[src/rtl/mem_arbiter.sv]
// rtl/mem_arbiter.sv - instruction/data cache arbiter onto one RAM port (optional stats: ARB_STATS_EN)
module mem_arbiter #(
  parameter int unsigned MAX_D_STREAK = 4,
  parameter logic [31:0] ERR_WORD     = 32'hBAD1BAD1
) (
  input  logic        CLK,
  input  logic        RST,
  input  logic        iREN,
  input  logic [31:0] iaddr,
  output logic        iwait,
  output logic [31:0] iload,
  input  logic        dREN,
  input  logic        dWEN,
  input  logic [31:0] daddr,
  input  logic [31:0] dstore,
  output logic        dwait,
  output logic [31:0] dload,
  output logic        ramREN,
  output logic        ramWEN,
  output logic [31:0] ramaddr,
  output logic [31:0] ramstore,
  input  logic [31:0] ramload,
  input  logic [1:0]  ramstate,
`ifdef ARB_STATS_EN
  output logic [31:0] igrants,
  output logic [31:0] dgrants,
  output logic [31:0] stalls,
`endif
  output logic        err
);

  localparam int unsigned SW = $clog2(MAX_D_STREAK + 1);
  localparam logic [SW-1:0] MAX_S = SW'(MAX_D_STREAK);

  typedef enum logic [1:0] {IDLE, ISERV, DSERV} state_t;

  state_t        state_q, state_d;
  logic [SW-1:0] streak_q, streak_d;
  logic          d_req;
  logic          i_done;
  logic          d_done;

  assign d_req = dREN | dWEN;

  // Registered grant state and data-streak counter
  always_ff @(posedge CLK) begin
    if (RST) begin
      state_q  <= IDLE;
      streak_q <= '0;
    end else begin
      state_q  <= state_d;
      streak_q <= streak_d;
    end
  end

  // Grant decision, live RAM drive and completion signalling
  always_comb begin
    state_d  = state_q;
    streak_d = streak_q;
    iwait    = 1'b1;
    dwait    = 1'b1;
    iload    = '0;
    dload    = '0;
    ramREN   = 1'b0;
    ramWEN   = 1'b0;
    ramaddr  = '0;
    ramstore = '0;
    err      = 1'b0;
    i_done   = 1'b0;
    d_done   = 1'b0;
    if (!RST) begin
      case (state_q)
        IDLE: begin
          // Data wins unless it has starved a waiting instruction fetch
          if (d_req && (!iREN || streak_q != MAX_S)) begin
            state_d = DSERV;
          end else if (iREN) begin
            state_d = ISERV;
          end
        end
        ISERV: begin
          ramaddr = iaddr;
          if (iREN) begin
            ramREN = 1'b1;
            if (ramstate[1]) begin
              i_done   = 1'b1;
              iwait    = 1'b0;
              iload    = ramstate[0] ? ERR_WORD : ramload;
              err      = ramstate[0];
              streak_d = '0;
              state_d  = IDLE;
            end
          end else begin
            state_d = IDLE;
          end
        end
        DSERV: begin
          ramaddr  = daddr;
          ramstore = dstore;
          if (d_req) begin
            ramWEN = dWEN;
            ramREN = dREN & ~dWEN;
            if (ramstate[1]) begin
              d_done  = 1'b1;
              dwait   = 1'b0;
              dload   = ramstate[0] ? ERR_WORD : ramload;
              err     = ramstate[0];
              state_d = IDLE;
              if (!iREN) begin
                streak_d = '0;
              end else if (streak_q != MAX_S) begin
                streak_d = streak_q + SW'(1);
              end
            end
          end else begin
            state_d = IDLE;
          end
        end
        default: state_d = IDLE;
      endcase
    end
  end

`ifdef ARB_STATS_EN
  logic [31:0] igrants_q, igrants_d;
  logic [31:0] dgrants_q, dgrants_d;
  logic [31:0] stalls_q, stalls_d;

  // Statistics next-values: completions per side and data-service stall cycles
  always_comb begin
    igrants_d = igrants_q + {31'd0, i_done};
    dgrants_d = dgrants_q + {31'd0, d_done};
    stalls_d  = stalls_q + {31'd0, (state_q == DSERV) && iREN};
  end

  // Statistics registers
  always_ff @(posedge CLK) begin
    if (RST) begin
      igrants_q <= '0;
      dgrants_q <= '0;
      stalls_q  <= '0;
    end else begin
      igrants_q <= igrants_d;
      dgrants_q <= dgrants_d;
      stalls_q  <= stalls_d;
    end
  end

  assign igrants = igrants_q;
  assign dgrants = dgrants_q;
  assign stalls  = stalls_q;
`endif

endmodule

[config.mk]
export PLATFORM = sky130hd
export DESIGN_NAME = mem_arbiter
export DESIGN_NICKNAME = d
export VERILOG_FILES = /design/src/rtl/mem_arbiter.sv
export SDC_FILE = /design/constraint.sdc
export NUM_CORES = 1
export LEC_CHECK = 0
export ABC_AREA = 1
export CAP_MARGIN = 40
export CORE_AREA = 2 2 104 106
export DETAILED_ROUTE_END_ITERATION = 10
export DIE_AREA = 0 0 106 108
export PLACE_DENSITY = 0.73
export SYNTH_ARGS = -nofsm -noshare
export SYNTH_HDL_FRONTEND = slang
export SYNTH_SLANG_ARGS = --single-unit
[constraint.sdc]
create_clock -name CLK -period 4.7 [get_ports CLK]
set_input_delay 0.705 -clock CLK [delete_from_list [all_inputs] [get_ports CLK]]
set_output_delay 0.705 -clock CLK [all_outputs]
set_load 0.02 [all_outputs]
Word level (Yosys, flattened, before mapping)
Cells that the tools add are included.
{"block": "word_totals", "wordCells": 65, "regBits": 5}
{"block": "op_classes", "bitwise_logic": 3, "add_sub_neg": 1, "reduce_logical": 6, "eq_ne": 9, "n_mux": 44}
{"cell": "32-bit 2-to-1 mux", "n": 11}
{"cell": "32-bit one-hot mux with 2 select lines", "n": 1}
{"cell": "3-bit 2-to-1 mux", "n": 6}
{"cell": "1-bit 2-to-1 mux", "n": 17}
{"cell": "2-bit 2-to-1 mux", "n": 5}
{"cell": "3-bit != test (second input constant)", "n": 3}
{"cell": "2-bit != test (second input constant)", "n": 4}
{"cell": "2-bit one-hot mux with 3 select lines", "n": 1}
{"cell": "3-bit one-hot mux with 2 select lines", "n": 1}
{"cell": "6-bit AND reduction", "n": 1}
{"cell": "1-bit one-hot mux with 2 select lines", "n": 2}
{"cell": "3-bit by 1-bit adder with 3-bit output (second input constant)", "n": 1}
{"cell": "2-bit by 1-bit == test with 1-bit output (second input constant)", "n": 1}
{"cell": "2-bit == test (second input constant)", "n": 1}
{"cell": "2-bit logical NOT", "n": 1}
{"cell": "2-bit nonzero test", "n": 1}
{"cell": "1-bit AND", "n": 1}
{"cell": "1-bit logical AND", "n": 1}
{"cell": "1-bit logical NOT", "n": 1}
{"cell": "1-bit logical OR", "n": 1}
{"cell": "1-bit NOT", "n": 1}
{"cell": "1-bit bitwise OR", "n": 1}

Logic depth before layout (Yosys ltp)
{"block": "depth", "depth_word": 6, "ltp_mapped": 11, "ltp_nobuf": 10}

Worst setup path after synthesis
OpenSTA, ideal clock, no wires.
{"block": "synth_timing", "kind": "input port to output port", "start": "in RST", "end": "out err", "cell_stages": 4, "required_ns": 3.995, "slack_ns": 2.295, "t_arrival_ns": 1.700, "cell_sequence": "buf_6 -> inv_1 -> nand2_1 -> nor4_1"}
{"block": "synth_via", "elab_chain_cells": 1}
{"item": "from (decl)", "line": "7", "rtl": "input logic RST,"}
{"item": "1-bit 2-to-1 mux", "line": "71", "rtl": "if (!RST) begin"}
{"item": "to (decl)", "line": "29", "rtl": "output logic err"}
Every way passes these cells.

Worst setup path in the final report
{"block": "layout_timing", "start": "in ramstate[1]", "end": "out dload[24]"}
{"block": "layout_via", "elab_chain_cells": 4}
{"item": "from (decl)", "line": "23", "rtl": "input logic [1:0] ramstate,"}
{"item": "32-bit 2-to-1 mux", "line": "103", "rtl": "if (ramstate[1]) begin"}
{"item": "32-bit 2-to-1 mux", "line": "100", "rtl": "if (d_req) begin"}
{"item": "32-bit 2-to-1 mux", "line": "72", "rtl": "case (state_q)"}
{"item": "32-bit 2-to-1 mux", "line": "71"}
{"item": "to (decl)", "line": "17", "rtl": "output logic [31:0] dload,"}
Every way passes these cells.

==> impl_metrics.py <==
metrics = {
    "status": {
        "outcome": "complete, no violations",
    },
    "place": {
        "port_buffers": 267,
        "pre_cts_ws_ns": 1.131,
        "place.detailed.hpwl_mm": 7.780,
        "place.gp.congestion": 0.8017,
    },
    "clock_tree": {
        "clk_path_buf_depth": 2,
        "cts_setup_buffers": 0,
        "hold_buffers": 0,
        "cts_tree": "done",
        "cts_made_buffers": 3,
        "clkLatencyLatePin_ns": 0.22,
        "cts.clk_slew.worst_paths_ns": 0.03,
        "h-tree-depth": 1,
        "cts_resized": 0,
        "cts-root-buf": "clkbuf_8",
        "cts_sinks": 5,
    },
    "global_route": {
        "grt_overflow": 0,
        "grt_pass1_wl_mm": 13.93,
        "grt_pass1_vias": 2985,
        "antenna_found_initial": 0,
        "grt_usage_pct": 14.78,
        "grt_start_max_net_pins": 73,
    },
    "min_path": {
        "hp-class": "reg -> reg",
        "worstHoldStart": "state_q[0]$_SDFFE_PP0P_",
        "hold_depth": 2,
        "min_to": "state_q[0]$_SDFFE_PP0P_",
    },
    "power": {
        "ir_drop_mv": 0.06236,
        "fin_total_pwr_mw": 0.4518,
        "p_sw_mw": 0.1768,
        "clkPwrFrac_pct": 17.0,
        "comb_power_share_pct": 72.2,
        "sw_frac_of_total_pct": 39.14,
        "p_per_area_nw_per_um2": 99.70,
        "seqPwrFrac_pct": 10.7,
        "p_int_mw": 0.2750,
        "leakagePower_nw": 1.682,
    },
    "setup_path": {
        "worstSetupPathType": "in -> out",
        "start_kind": "primary input",
        "path_cells": "clkdlybuf4s50_1 > inv_1 > nor2_2 > nand2_1 > nor2_1 > clkdlybuf4s50_1",
        "rr_endpoint": "streak_q[2]$_SDFFE_PP0P_",
        "cpMaxStageDelayCell": "clkdlybuf4s50_1",
        "max_stage_delay_ns": 0.65,
        "r2r_start": "state_q[0]$_SDFFE_PP0P_",
        "arrival_ns": 2.84,
        "end_kind": "output port",
        "critPathMaxFanout": 14,
        "ff2ff_path_depth": 9,
        "startpoint": "ramstate[1]",
        "critPathRequiredTime_ns": 3.99,
        "rrSetupSlack_ns": 2.71,
        "crit_top_cell": "clkdlybuf4s50_1",
    },
    "timing": {
        "fin_crit_sh_pct": 75.41,
        "period_needed_ns": 3.544,
        "tightestPinTransition_ns": 0.6876,
        "tns_ns": 0,
        "setup_ws_ns": 1.156,
        "slew_headroom_pct": 54.16,
        "finalHoldViolations": 0,
        "finalClockSkew_ns": 0.0006975,
        "rsz0062_at_grt": "false",
        "max_freq_ghz": 0.2821,
        "drv_slew": 0,
        "setup_viol": 0,
    },
    "synth": {
        "synthCells": 373,
        "synth.distinct_cells": 23,
        "seq_area_frac_synth_pct": 5.662,
        "synth_area_um2": 1768,
        "yosysWarnings": 0,
        "ys_ff_latch": 5,
        "syn_nets": 514,
        "syn-mean-instance-area_um2": 4.740,
    },
    "die": {
        "die_h_um": 108,
        "pin_count": 268,
        "start_util_pct": 17.28,
        "die_width_um": 106,
        "std_cell_rows": 37,
        "fp.coreArea_um2": 10230,
        "die-area_um2": 11450,
    },
    "final_layout": {
        "drive_gt1_share_pct": 4.685,
        "areaGrowthSynthToFinish_pct": 156.3,
        "nets": 761,
        "diodes": 0,
    },
    "routing": {
        "drt_pass1_iterations": 4,
        "drt_wl_total_mm": 9.300,
        "vias_per_cell": 4.339,
        "post-route-drc-count": 0,
        "vias": 3276,
        "antenna_left": 0,
        "wire_per_inst_um": 12.32,
        "drt_iter0_markers": 173,
    },
    "flow_run": {
        "max-cap-violations": 0,
    },
}
## registers in the layout (all words and copies together), names as in the netlist
register  cells
streak_q      3
state_q       2
## synthesized netlist by cell type (all sizes together)
master / number / area [µm²]
nand2: 130 / 500.5
or2: 1 / 6.260
a21oi: 72 / 394.1
nor3: 1 / 5.000
clkbuf: 10 / 37.54
nor4: 1 / 6.260
ha: 6 / 75.07
nand4: 2 / 12.51
nor2: 74 / 297.8
nand3: 13 / 65.06
o21ai: 2 / 10.01
buf: 19 / 118.9
inv: 37 / 138.9
dfxtp: 5 / 100.1
## worst max-delay path, delay by kind of cell
family / cells / cell delay [ns]
buf+inv: 3 / 1.38
simple gates: 3 / 0.75
## cell usage in the layout (no fill, tap or decap)
cell type        instances
a21oi_1                 63
a21oi_2                  9
buf_4                    4
clkbuf_1                 1
clkbuf_8                 3
clkdlybuf4s50_1        267
dfxtp_1                  5
ha_1                     5
ha_2                     1
inv_1                   33
inv_2                    4
nand2_1                127
nand2_2                  2
nand2_4                  1
nand3_1                 13
nand4_1                  2
nor2_1                  70
nor2_2                   2
nor2_4                   2
nor3_1                   1
nor4_1                   1
o21ai_0                  2
or2_2                    1
## power by group through the flow
stage               clock [mW]  combinational [mW]  sequential (mW)
detailed placement           0               0.327           0.0493
finish                  0.0770               0.326           0.0485
floorplan                    0               0.146           0.0483
CTS                     0.0793               0.329           0.0486
global placement             0               0.324           0.0488
global route            0.0843               0.355           0.0489
## cell type report
type	count	area (µm²)
Multi-Input combinational cell	302	1375
Timing Repair Buffer	271	2703
Clock buffer	4	45.04
Inverter	37	138.9
Tap cell	136	170.2
Fill cell	1036	5699
Sequential cell	5	100.1
## kinds of logic after synthesis
logic type	after synthesis	share of synthesized area (%)
AO/OA/AOI/OAI	74	22.86
adder cells (fa/ha/maj)	6	4.246
buffers and inverters	66	16.70
flip-flops	5	5.662
AND/OR/NAND/NOR	222	50.53
## per-layer routing
layer,global-route usage (%),vias to the layer above,share of wire [%]
met5,0,-,0
met4,2.068,0,1.0
met3,5.304,6,11
met2,28.34,184,51
met1,15.91,1441,37
li1,-,1645,-
## worst max-delay path by stage
| stage | end | slack, ns |
|---|---|---|
| global route | iload[24] | 0.92 |
| floorplan | err | 2.30 |
| global placement | dload[17] | 1.23 |
| detailed placement | dload[24] | 1.13 |
| CTS | dload[24] | 1.13 |
| finish | dload[24] | 1.16 |
## stage by stage
stage | area, µm² | util [%] | hold slack, ns | std cells
after floorplan | 1768 | - | 0.4738 | 373
after global routing | 4532 | 44.30 | 0.5249 | 755
after CTS | 4532 | 44.30 | 0.5090 | 755
after detailed placement | 4487 | 43.85 | 0.5048 | 751
after global placement | 4487 | 43.85 | 0.4939 | 751
final | 4532 | 44.30 | 0.5056 | 755
No activity file was read; power rests on OpenSTA's default activity.
